==> config.mk <==
export PLATFORM = sky130hd
export DESIGN_NAME = shift_pipe
export DESIGN_NICKNAME = d
export VERILOG_FILES = /design/src/rtl/shift_pipe.sv
export SDC_FILE = /design/constraint.sdc
export NUM_CORES = 1
export LEC_CHECK = 0
export ABC_CLOCK_PERIOD_IN_PS = 2100
export BUFFER_PORTS_ARGS = -buffer_cell sky130_fd_sc_hd__buf_2
export CAP_MARGIN = 10
export CORE_MARGIN = 10
export CORE_UTILIZATION = 61
export DETAILED_ROUTE_END_ITERATION = 10
export GPL_ROUTABILITY_DRIVEN = 0
export PLACE_DENSITY = 0.83
export SLEW_MARGIN = 20
export SYNTH_ARGS = -nofsm -noshare
export SYNTH_HDL_FRONTEND = slang
export SYNTH_SLANG_ARGS = --single-unit
export TNS_END_PERCENT = 100
==> constraint.sdc <==
create_clock -name clk -period 2.1 [get_ports clk]
set_clock_uncertainty 0.2 [all_clocks]
set_input_delay 0 -clock clk [delete_from_list [all_inputs] [get_ports clk]]
set_output_delay 0 -clock clk [all_outputs]
set_load 0.02 [all_outputs]
==> src/rtl/shift_pipe.sv <==
// shift_pipe: two-stage shift/rotate pipeline with valid/ready handshake.
//
// The shift amount is split across the two stages.
//   Stage 1 applies in_shamt with its low SPLIT bits cleared.
//   Stage 2 applies the residual low SPLIT bits.
// out_data comes straight from the stage-2 register.
//
// Ports
//   clk        single clock, rising edge
//   rst_n      asynchronous active-low reset
//   in_valid   operand presented
//   in_ready   stage 1 can accept this cycle (combinational)
//   in_data    operand, WIDTH bits
//   in_shamt   shift amount, 0..WIDTH-1
//   in_op      00 SLL, 01 SRL, 10 SRA, 11 ROL
//   flush      synchronous kill of everything in flight
//   out_valid  result available
//   out_ready  consumer accepts the result this cycle
//   out_data   result
module shift_pipe #(
   parameter int WIDTH = 32
) (
   input  logic                     clk,
   input  logic                     rst_n,
   input  logic                     in_valid,
   output logic                     in_ready,
   input  logic [WIDTH-1:0]         in_data,
   input  logic [$clog2(WIDTH)-1:0] in_shamt,
   input  logic [1:0]               in_op,
   input  logic                     flush,
   output logic                     out_valid,
   input  logic                     out_ready,
   output logic [WIDTH-1:0]         out_data
);

   localparam int SHW   = $clog2(WIDTH);
   localparam int SPLIT = SHW / 2;

   function automatic logic [WIDTH-1:0] shift_op(input logic [WIDTH-1:0] d,
                                                 input logic [1:0]       op,
                                                 input logic [SHW-1:0]   amt);
      logic [2*WIDTH-1:0] rot;
      rot = {d, d} << amt;
      case (op)
         2'b00:   shift_op = d << amt;
         2'b01:   shift_op = d >> amt;
         2'b10:   shift_op = $signed(d) >>> amt;
         default: shift_op = rot[2*WIDTH-1:WIDTH];
      endcase
   endfunction

   logic             s1_valid_q, s1_valid_d;
   logic [WIDTH-1:0] s1_data_q,  s1_data_d;
   logic [1:0]       s1_op_q,    s1_op_d;
   logic [SPLIT-1:0] s1_shamt_q, s1_shamt_d;
   logic             s2_valid_q, s2_valid_d;
   logic [WIDTH-1:0] s2_data_q,  s2_data_d;

   logic             s1_adv;
   logic             s2_adv;
   logic [SHW-1:0]   s1_amt;
   logic [SHW-1:0]   s2_amt;

   assign s2_adv   = !s2_valid_q || out_ready;
   assign s1_adv   = !s1_valid_q || s2_adv;
   assign in_ready = s1_adv && !flush;

   assign s1_amt = {in_shamt[SHW-1:SPLIT], {SPLIT{1'b0}}};
   assign s2_amt = {{(SHW-SPLIT){1'b0}}, s1_shamt_q};

   // Stage 2 consumes the whole residual shift.
   // Its op and shamt are therefore fully applied and are not carried further.
   always_comb begin
      s1_valid_d = s1_valid_q;
      s1_data_d  = s1_data_q;
      s1_op_d    = s1_op_q;
      s1_shamt_d = s1_shamt_q;
      s2_valid_d = s2_valid_q;
      s2_data_d  = s2_data_q;
      if (flush) begin
         s1_valid_d = 1'b0;
         s2_valid_d = 1'b0;
      end else begin
         if (s2_adv) begin
            s2_valid_d = s1_valid_q;
            s2_data_d  = shift_op(s1_data_q, s1_op_q, s2_amt);
         end
         if (s1_adv) begin
            s1_valid_d = in_valid;
            s1_data_d  = shift_op(in_data, in_op, s1_amt);
            s1_op_d    = in_op;
            s1_shamt_d = in_shamt[SPLIT-1:0];
         end
      end
   end

   always_ff @(posedge clk or negedge rst_n) begin
      if (!rst_n) begin
         s1_valid_q <= 1'b0;
         s1_data_q  <= '0;
         s1_op_q    <= '0;
         s1_shamt_q <= '0;
         s2_valid_q <= 1'b0;
         s2_data_q  <= '0;
      end else begin
         s1_valid_q <= s1_valid_d;
         s1_data_q  <= s1_data_d;
         s1_op_q    <= s1_op_d;
         s1_shamt_q <= s1_shamt_d;
         s2_valid_q <= s2_valid_d;
         s2_data_q  <= s2_data_d;
      end
   end

   assign out_valid = s2_valid_q;
   assign out_data  = s2_data_q;

endmodule
==> metrics.txt <==
status=finished, violations left; failing checks=negative setup slack; Setup crit end kind=register; syn nets=about 800; hold_ws=0.02737 ns; asr flop ratio synth=100.0%; slew margin rel.=roughly 57%; prevailing post-synth register cell=dfrtp_1; Tightest Pin Transition=roughly 0.65 ns; TNS Setup=-0.01467 ns; Ys Warns=0; CORE AREA=between 10000 and 15000 sq um; Global Route Usage Sum=between 20% and 30%; Detailed Place HPWL=~15000 microns; Wirelength per Cell=between 20 and 25 microns; first-pass GRT wire length=roughly 34000 microns; CP Launch Type=input pin; largest area contributor in the netlist=dfrtp_1; Non-Filler Instances=slightly below 1000; P_leak=between 3 and 4 nW; top cells by area, synth=dfrtp_1 (25%), mux4_2 (18%), mux2i_1 (13%); Routed WL=20500 microns; total of max-cap violations=0; Pwr Density=around 700 nW/um^2; switching pwr=between 2 and 2.5 mW; Die Y=127.8 microns; number of diodes=0; layout cells sized above 1=26.36%; mapped cell area=7089 sq um; RSZ-0062 raised after global routing=false; DRT Pass-1 Iters=6; maximum fanout along the worst path=16; # fillers=between 800 and 900; crit path DAT=2.14 ns; top cells by count, synth=mux2i_1 (94), nor2_1 (93), nand2_1 (85), dfrtp_1 (70), mux4_2 (56); largest net degree at the start of global routing=46; number of vias per cell=approximately 7.0; synthesis-stage register bit count=70; worst reg2reg endpoint=s1_data_q[15]; Slew Viols, Final=0; Setup Buffers After CTS=0; vias in the first global route=~6600; Tightest Hold Check Type=in2async; FP Rows=39; Syn Inst Count=about 750; fin crit period=2.115 ns; I/O pins=between 70 and 80; post-route setup slack=-0.01467 ns; initial drt markers=1093; Sw Share=approximately 38%; Placed Area=7652 sq um; RR Startpoint=out_valid; Post-synth EDFFs=0; R2R depth=5; Nets=approximately 870; Synth Area per Inst=between 9 and 10 sq um; Worst EP required=2.12 ns; vias=roughly 6800; initial antenna violation count=0; FF+latch area=1754 sq um; Cell variety after synth=60; WP buf/inv=3; clock power share=between 20% and 30%; root buffer cell=clkbuf_16; Comb power frac=42.2%; worst vdd ir=slightly above 0.7 mV; Fmax=472.9 MHz; crit-path cells=dlygate4sd3_1 > buf_2 > and2_1 > buf_4 > nor2_1 > o221ai_1 > o221a_2; Synth-to-Final Area Change=13.98%; Final Hold Vio Count=0; CTS HTree Levels=3; Initial Util=between 60% and 70%; port bufs=77; CTS Sinks=70; die area=16330 sq um; sequential share of power=approximately 34%; DR DRC count=0; Die W=about 130 microns; CTS tree=built; setup violators final=1; P_int=3.529 mW; CP max stage cell=dlygate4sd3_1; design area=roughly 8100 sq um; R2R Setup Slk=~0.09 ns; CP delay by family, top=buffers and inverters; post-synthesis sequential area ratio=approximately 25%; buffer levels on the longest clock path=2; GRT Residual Overflow=0; clock slew at reported path FFs=0.05 ns; Synth top area share=24.71%; CP max stage delay=approximately 0.52 ns; Skew-Pair Late Insertion Delay=around 0.34 ns; post-route ant nets=0; Tcrit/Tclk final=100.7%; WS Path Type=in2reg; Multi-input gate area=between 4000 and 5000 sq um; DP Worst Slack=0.08694 ns; cts bufs inserted=9; Cells after DPL=940; most frequent cell after synthesis=mux2i_1
-- sequential cells by signal, indices dropped and copies added, names as in the netlist --
register,cells
s1_op_q,2
out_valid,1
out_data,32
s1_valid_q,1
s1_data_q,32
s1_shamt_q,2
-- layout by cell type (no fill, tap or decap), types with 4 or more instances in the layout --
cell type / count
mux2i_1: 94
nor2_1: 93
nand2_1: 85
buf_2: 74
dfrtp_1: 68
mux4_2: 56
o21ai_0: 54
buf_4: 36
a21oi_1: 35
nand2b_1: 14
dlygate4sd3_1: 14
nand3_1: 12
a31oi_1: 12
nor3_1: 11
o211ai_1: 10
mux2_2: 9
mux4_1: 9
clkbuf_16: 9
o221a_2: 8
o221ai_1: 8
buf_12: 8
o31ai_1: 7
a211oi_1: 7
nor2b_1: 6
and2_1: 6
o21ai_1: 4
a2bb2oi_1: 4
a22oi_1: 4
o41ai_1: 4
a221oi_1: 4
-- metal layers --
metal  track usage (%)  part of all wire [%]  vias to the layer above
met2             39.21                    46                      474
li1                  -                     -                     3020
met5                 0                     0                        -
met4             11.39                   3.6                        0
met1             33.31                    40                     3233
met3             4.425                    10                       82
-- stage by stage --
| stage | power [mW] | util, % |
|---|---|---|
| floorplan | 3.522 | - |
| detailed placement | 4.264 | 67.02 |
| CTS | 5.644 | 70.60 |
| finish | 5.662 | 70.76 |
| global placement | 4.169 | 67.02 |
| global route | 5.972 | 70.76 |
-- cells by family (layout without fill, tap and decap cells) --
family	count (synthesis)	after routing	share of synthesized area, %
AO/OA/AOI/OAI	193	193	18.14
buffers and inverters	80	154	6.248
multiplexers	168	168	35.83
XOR/XNOR	3	3	0.6355
flip-flops	70	70	24.71
AND/OR/NAND/NOR	239	239	14.44
-- repair_timing --
action | in CTS | in global routing
setup endpoints to repair | 0 | 7
hold endpoints to repair | 84 | 0
gates resized for setup | 0 | 6
hold buffers | 14 | 0
-- final cells by class --
| type | instances | area share (%) |
|---|---|---|
| clock buffer | 12 | 3.050 |
| clock inverter | 4 | 0.2787 |
| inverter | 5 | 0.2323 |
| multi-input combinational | 603 | 60.78 |
| sequential | 70 | 21.71 |
| tap | 143 | 2.214 |
| timing repair buffer | 133 | 11.74 |
-- power by group through the flow --
stage | clock network (mW) | logic (mW) | registers [mW]
final | 1.35 | 2.39 | 1.92
after global routing | 1.42 | 2.60 | 1.95
after CTS | 1.37 | 2.36 | 1.91
after detailed placement | 0 | 2.33 | 1.93
after global placement | 0 | 2.27 | 1.90
after floorplan | 0 | 1.49 | 2.04
-- how the worst max path moves through the flow --
stage | slack (ns) | from | end | depth (start not counted)
2_1_floorplan | 0.16 | out_valid | s1_data_q[8] | 7
3_3_place_gp | 0.19 | in_shamt[2] | s1_data_q[23] | 6
3_5_place_dp | 0.09 | s1_op_q[1] | out_data[26] | 4
4_1_cts | 0.07 | s1_op_q[1] | out_data[26] | 4
5_1_grt | 0.01 | in_op[0] | s1_data_q[25] | 8
6_report | -0.01 | in_op[0] | s1_data_q[15] | 7
(Power assumes the default switching activity.)
